[src/rtl/open_disp_pkg.sv]
// Shared definitions for the "OPEN" seven-segment display path.
// Used by the scan sequencer and by the letter decoder it feeds.
package open_disp_pkg;

    // Letter codes understood by the seven-segment letter decoder.
    localparam logic [3:0] CODE_O     = 4'h0;
    localparam logic [3:0] CODE_P     = 4'h1;
    localparam logic [3:0] CODE_E     = 4'h2;
    localparam logic [3:0] CODE_N     = 4'h3;
    localparam logic [3:0] CODE_BLANK = 4'hF;

    // The scrolled message is "OPEN" followed by four blank positions.
    localparam int MSG_LEN = 8;

    // Scan sequencer operating states.
    typedef enum logic [1:0] {
        BLANK  = 2'd0,
        SHOW   = 2'd1,
        SCROLL = 2'd2
    } state_t;

    // Letter code at message position pos: positions 0..3 spell O,P,E,N
    // (codes 0..3), positions 4..7 are blank.
    function automatic logic [3:0] msg_code(input logic [2:0] pos);
        logic [3:0] code;
        if (pos[2]) begin
            code = CODE_BLANK;
        end else begin
            code = {2'b00, pos[1:0]};
        end
        return code;
    endfunction

    // Width of a counter holding 0..n-1, never narrower than one bit.
    function automatic int cnt_width(input int n);
        int w;
        if (n > 1) begin
            w = $clog2(n);
        end else begin
            w = 1;
        end
        return w;
    endfunction

endpackage

[src/rtl/disp_tick_gen.sv]
// Refresh prescaler: counts enabled cycles 0..REFRESH_DIV-1 and flags the
// terminal count so the sequencer can step to the next digit.
module disp_tick_gen
    import open_disp_pkg::*;
#(
    parameter int REFRESH_DIV = 50000
) (
    input  logic i_clk,
    input  logic i_rst,
    input  logic i_clr,
    input  logic i_en,
    output logic o_tick
);

    localparam int              PRE_W    = cnt_width(REFRESH_DIV);
    localparam logic [PRE_W-1:0] PRE_LAST = PRE_W'(REFRESH_DIV - 1);

    logic [PRE_W-1:0] r_pre;
    logic             w_at_last;

    assign w_at_last = (r_pre == PRE_LAST);

    // Prescaler count; clear holds it at zero while the display is halted.
    always_ff @(posedge i_clk) begin
        if (i_rst || i_clr) begin
            r_pre <= '0;
        end else if (i_en) begin
            if (w_at_last) begin
                r_pre <= '0;
            end else begin
                r_pre <= r_pre + 1'b1;
            end
        end
    end

    // Tick is high during the last cycle of each digit slot.
    always_comb begin
        o_tick = i_en && w_at_last;
    end

endmodule

[src/rtl/open_word_scanner.sv]
// Multiplexed scan sequencer for a 4-digit seven-segment display spelling
// "OPEN", either static or scrolling right-to-left. One letter decoder is
// time-shared across all digits through o_data; o_digit_an picks the digit.
//
// i_start and i_stop are single-cycle requests with no handshake: they are
// acted on in the cycle they are sampled high, stop beats start, and start
// is ignored while the display is already running. i_scroll_en is a level
// sampled at start and at every frame boundary.
module open_word_scanner
    import open_disp_pkg::*;
#(
    parameter int REFRESH_DIV   = 50000,
    parameter int SCROLL_FRAMES = 125
) (
    input  logic       i_clk,
    input  logic       i_rst,
    input  logic       i_start,
    input  logic       i_stop,
    input  logic       i_scroll_en,
    output logic [3:0] o_data,
    output logic [3:0] o_digit_an,
    output logic       o_frame_tick,
    output state_t     o_dbg_state
);

    localparam int               FRM_W    = cnt_width(SCROLL_FRAMES);
    localparam logic [FRM_W-1:0] FRM_LAST = FRM_W'(SCROLL_FRAMES - 1);

    // Registered state and counters.
    state_t           r_state;
    logic [1:0]       r_idx;
    logic [FRM_W-1:0] r_frm;
    logic [2:0]       r_offset;

    // Registered outputs.
    logic [3:0]       r_data;
    logic [3:0]       r_an;
    logic             r_frame_tick;

    // Next-state values.
    state_t           w_state_n;
    logic [1:0]       w_idx_n;
    logic [FRM_W-1:0] w_frm_n;
    logic [2:0]       w_offset_n;
    logic [3:0]       w_data_n;
    logic [3:0]       w_an_n;
    logic             w_frame_tick_n;

    // Prescaler control.
    logic             w_running;
    logic             w_pre_clr;
    logic             w_tick;
    logic [2:0]       w_pos_n;

    assign w_running = (r_state != BLANK);
    assign w_pre_clr = (r_state == BLANK) || i_stop;

    disp_tick_gen #(
        .REFRESH_DIV (REFRESH_DIV)
    ) u_tick_gen (
        .i_clk  (i_clk),
        .i_rst  (i_rst),
        .i_clr  (w_pre_clr),
        .i_en   (w_running),
        .o_tick (w_tick)
    );

    // State, counter and output registers; reset returns to a blank halt.
    always_ff @(posedge i_clk) begin
        if (i_rst) begin
            r_state      <= BLANK;
            r_idx        <= 2'd0;
            r_frm        <= '0;
            r_offset     <= 3'd0;
            r_data       <= CODE_BLANK;
            r_an         <= 4'b1111;
            r_frame_tick <= 1'b0;
        end else begin
            r_state      <= w_state_n;
            r_idx        <= w_idx_n;
            r_frm        <= w_frm_n;
            r_offset     <= w_offset_n;
            r_data       <= w_data_n;
            r_an         <= w_an_n;
            r_frame_tick <= w_frame_tick_n;
        end
    end

    // Next state, digit/frame/offset stepping, and the outputs for the next
    // cycle derived from the next counters so data and anode move together.
    always_comb begin
        w_state_n      = r_state;
        w_idx_n        = r_idx;
        w_frm_n        = r_frm;
        w_offset_n     = r_offset;
        w_frame_tick_n = 1'b0;

        if (i_stop) begin
            w_state_n  = BLANK;
            w_idx_n    = 2'd0;
            w_frm_n    = '0;
            w_offset_n = 3'd0;
        end else if (r_state == BLANK) begin
            w_idx_n    = 2'd0;
            w_frm_n    = '0;
            w_offset_n = 3'd0;
            if (i_start) begin
                w_state_n = i_scroll_en ? SCROLL : SHOW;
            end
        end else if (w_tick) begin
            w_idx_n = r_idx + 2'd1;
            if (r_idx == 2'd3) begin
                // Frame boundary: new frame starts on digit 0.
                w_frame_tick_n = 1'b1;
                if (i_scroll_en) begin
                    w_state_n = SCROLL;
                    // Only frames spent scrolling count toward a step, so a
                    // switch from SHOW starts the step count afresh.
                    if (r_state == SCROLL) begin
                        if (r_frm == FRM_LAST) begin
                            w_frm_n    = '0;
                            w_offset_n = r_offset + 3'd1;
                        end else begin
                            w_frm_n = r_frm + 1'b1;
                        end
                    end
                end else begin
                    w_state_n  = SHOW;
                    w_frm_n    = '0;
                    w_offset_n = 3'd0;
                end
            end
        end

        // Message position for the digit about to be lit; wraps mod 8.
        w_pos_n  = w_offset_n + {1'b0, w_idx_n};
        w_data_n = CODE_BLANK;
        w_an_n   = 4'b1111;
        if (w_state_n != BLANK) begin
            w_data_n = msg_code(w_pos_n);
            w_an_n   = ~(4'b0001 << w_idx_n);
        end
    end

    assign o_data       = r_data;
    assign o_digit_an   = r_an;
    assign o_frame_tick = r_frame_tick;
    assign o_dbg_state  = r_state;

endmodule

[config.mk]
export PLATFORM = sky130hd
export DESIGN_NAME = open_word_scanner
export DESIGN_NICKNAME = d
export VERILOG_FILES = /design/src/rtl/open_disp_pkg.sv /design/src/rtl/disp_tick_gen.sv /design/src/rtl/open_word_scanner.sv
export SDC_FILE = /design/constraint.sdc
export NUM_CORES = 1
export LEC_CHECK = 0
export ABC_AREA = 1
export CORE_MARGIN = 1.5
export CORE_UTILIZATION = 57
export DETAILED_ROUTE_END_ITERATION = 10
export GPL_TIMING_DRIVEN = 0
export PLACE_DENSITY = 0.78
export SYNTH_ARGS = -nofsm -noshare
export SYNTH_HDL_FRONTEND = slang
export SYNTH_HIERARCHICAL = 1
export SYNTH_SLANG_ARGS = --single-unit
[constraint.sdc]
create_clock -name i_clk -period 3.2 [get_ports i_clk]
set_input_delay 0.48 -clock i_clk [delete_from_list [all_inputs] [get_ports i_clk]]
set_output_delay 0.48 -clock i_clk [all_outputs]
set_load 0.03 [all_outputs]
==> out/qor.csv <==
metric,value,unit
status,finished clean,
final-layout fill cell count,322,
"EDFF count, synth",0,
"Hold-fix buffers, CTS",0,
cell area after synthesis,2030,µm²
"critical path, cell by cell",ha_1 > nand2_2 > nor2_2 > nand2_2 > nor2_4 > nand2_4 > nor2_4 > nor3_1 > nand3_1 > inv_1 > ha_1 > fa_1 > inv_1 > nand4_1 > nand4_1,
Tcrit/Tclk final,86.6,%
Max IR drop VDD,0.000314,V
DIE AREA,3920,µm²
async set or reset register ratio after synthesis,0,%
router iterations before antenna repair,4,
RD Place Congestion,0.868,
"Area growth, synth to finish",14.0,%
Worst path slowest cell,dfxtp_1,
Reg2Reg Capture Point,o_data[0]$_SDFF_PP1_,
hold_ws,0.500,ns
Synth warnings,6,
CP max FO,7,
Inserted Diodes,0,
register bit count reported by yosys,38,
Max Clk Rate,361,MHz
grt total ovfl,0,
biggest cell delay along the critical path,0.41,ns
origin of the worst setup path,u_tick_gen/r_pre[0]$_SDFFE_PP0P_,
Die W,62.6,µm
Arrival @ worst endpoint,3.05,ns
headroom to the max-slew limit,73.1,%
"Slew Viols, Final",0,
hold endpoint,u_tick_gen/r_pre[13]$_SDFFE_PP0P_,
largest net degree at the start of global routing,12,
slew of the pin with the lowest slew margin,0.402,ns
first-pass GRT wire length,6780,µm
Main synth FF type,dfxtp_1,
worst hold start,u_tick_gen/r_pre[13]$_SDFFE_PP0P_,
Clock Sinks,38,
r2r setup slk,0.43,ns
total I/O pin count,16,
Mapped Nets,292,
gr usage total,21.4,%
RR Startpoint,u_tick_gen/r_pre[0]$_SDFFE_PP0P_,
Worst Reg-to-Reg Cells,15,
PortBufs,15,
Via density,4.90,
Area contributors post-synth,"dfxtp_1 38%, nand2_1 11%, nor2_1 11%",
Final Power,0.866,mW
# DRC,0,
Hold Fails Final Rpt,0,
vias in the first global route,1629,
clk slew on worst S/H paths,0.11,ns
Via Count,1711,
initial DRC count,50,
Root Buffer,clkbuf_4,
clock tree buffer depth,2,
Final Util,68.6,%
P_leak,0.931,nW
initial antenna violation count,0,
H-tree depth,2,
final setup fails,0,
Chip Height,62.6,µm
CTS tree,done,
Cells after Synth,280,
Yosys top cell area share,37.6,%
CP required,3.48,ns
"Avg Cell Area, Syn",7.23,µm²
WS Path Type,flop to flop,
Power Density,375,nW/µm²
Max Cap Violations,0,
hold depth,2,
worst min-delay path category,flop to flop,
DR WL/cell,10.6,µm
Rows,21,
biggest area consumer among synthesized cells,dfxtp_1,
Worst setup SP type,flop,
share of cells above drive strength 1,13.2,%
NumNets Final,314,
Clock Skew,0.00776,ns
post-synthesis sequential area ratio,37.6,%
unrepaired setup endpoints after global routing,no,
cts bufs inserted,5,
hpwl dp,2820,µm
CTS resizes,0,
Total Wirelength,3680,µm
initial core utilization,60.2,%
setup bufs post-CTS,0,
worst skew pair latency,0.34,ns
Core Area,3360,µm²
post-synth cell types,31,
crit end category,flop,
Tmin final,2.77,ns
Routed Antenna Nets,0,
Final TNS setup,0,ns
-- per-layer routing --
layer,part of all wire (%),GRT usage (%),vias to the layer above
met4,1.1,9.17,0
met5,0,0,-
met1,51,27.4,771
met3,3.9,4.86,4
met2,44,34.8,22
li1,-,-,914
-- worst max-delay path: cells and delay by family, from the launching register on --
| kind | cells | cell delay, ns |
|---|---|---|
| DFF | 1 | 0.41 |
| buffers and inverters | 2 | 0.11 |
| and+or+nand+nor | 10 | 1.40 |
| adders and majority gates | 3 | 0.77 |
-- power breakdown --
| group | switching (mW) | total (mW) | leakage (nW) | internal, mW |
|---|---|---|---|---|
| Clock | 0.150 | 0.316 | 0.0395 | 0.166 |
| Combinational | 0.0419 | 0.0692 | 0.584 | 0.0273 |
| Sequential | 0.00276 | 0.481 | 0.307 | 0.479 |
| Total | 0.195 | 0.866 | 0.931 | 0.672 |
-- synth_stat cells (3+ instances only) --
master / number
dfxtp_1: 38
xor2_1: 3
o21ai_2: 3
nor2_4: 7
nand4_1: 5
inv_1: 34
nor2_8: 3
inv_2: 4
nand2_1: 58
nor2_1: 58
nand3_1: 13
nor3_1: 10
o21ai_0: 5
a21oi_1: 10
nand2_2: 4
ha_1: 6
-- worst max-delay path by stage --
stage	to	slack, ns
after floorplan	o_data[0]$_SDFF_PP1_	0.50
final	o_data[0]$_SDFF_PP1_	0.43
after detailed placement	o_data[1]$_SDFF_PP1_	0.47
after global routing	o_data[1]$_SDFF_PP1_	0.15
after global placement	o_data[1]$_SDFF_PP1_	0.48
after CTS	o_data[0]$_SDFF_PP1_	0.41
-- cell usage in the layout, fill, tap and decap left out, drive strengths merged, types with 3 or more instances in the layout --
cell type	count
a21oi	10
clkbuf	7
clkdlybuf4s50	15
dfxtp	38
ha	6
inv	39
nand2	64
nand3	15
nand4	6
nor2	70
nor3	11
o21ai	8
or2	3
xor2	3
-- cell type report --
cell class,instances,area [µm²],share of cell area (%)
Clock inverter,1,30.0,1.30
Tap cell,46,57.6,2.49
Inverter,39,149,6.45
Multi-Input combinational cell,201,1100,47.5
Timing Repair Buffer,15,150,6.50
Buffer,2,18.8,0.813
Clock buffer,7,45.0,1.95
Sequential cell,38,761,33.0
-- state kept, by name, indices dropped and copies added, names as in the netlist --
name	count
o_data	3
r_idx	2
o_frame_tick	1
r_offset	3
o_dbg_state	2
u_tick_gen/r_pre	16
r_frm	7
o_digit_an	4
-- metrics by stage --
stage | instance area (µm²) | instances | setup WS [ns]
2_1_floorplan | 2030 | 280 | 0.503
3_3_place_gp | 2230 | 341 | 0.476
3_5_place_dp | 2230 | 341 | 0.467
4_1_cts | 2310 | 349 | 0.411
5_1_grt | 2310 | 349 | 0.152
6_report | 2310 | 349 | 0.428
-- logic make-up (layout without fill, tap and decap cells) --
group	after synthesis	count (layout)	synth area share (%)
fa+ha+maj	7	7	4.69
buf+inv	41	64	8.28
mux	1	1	0.556
compound gates	19	19	5.37
flops	38	38	37.6
xor+xnor	3	3	1.30
simple gates	171	171	42.2
Power figures use the tool's default switching activity.
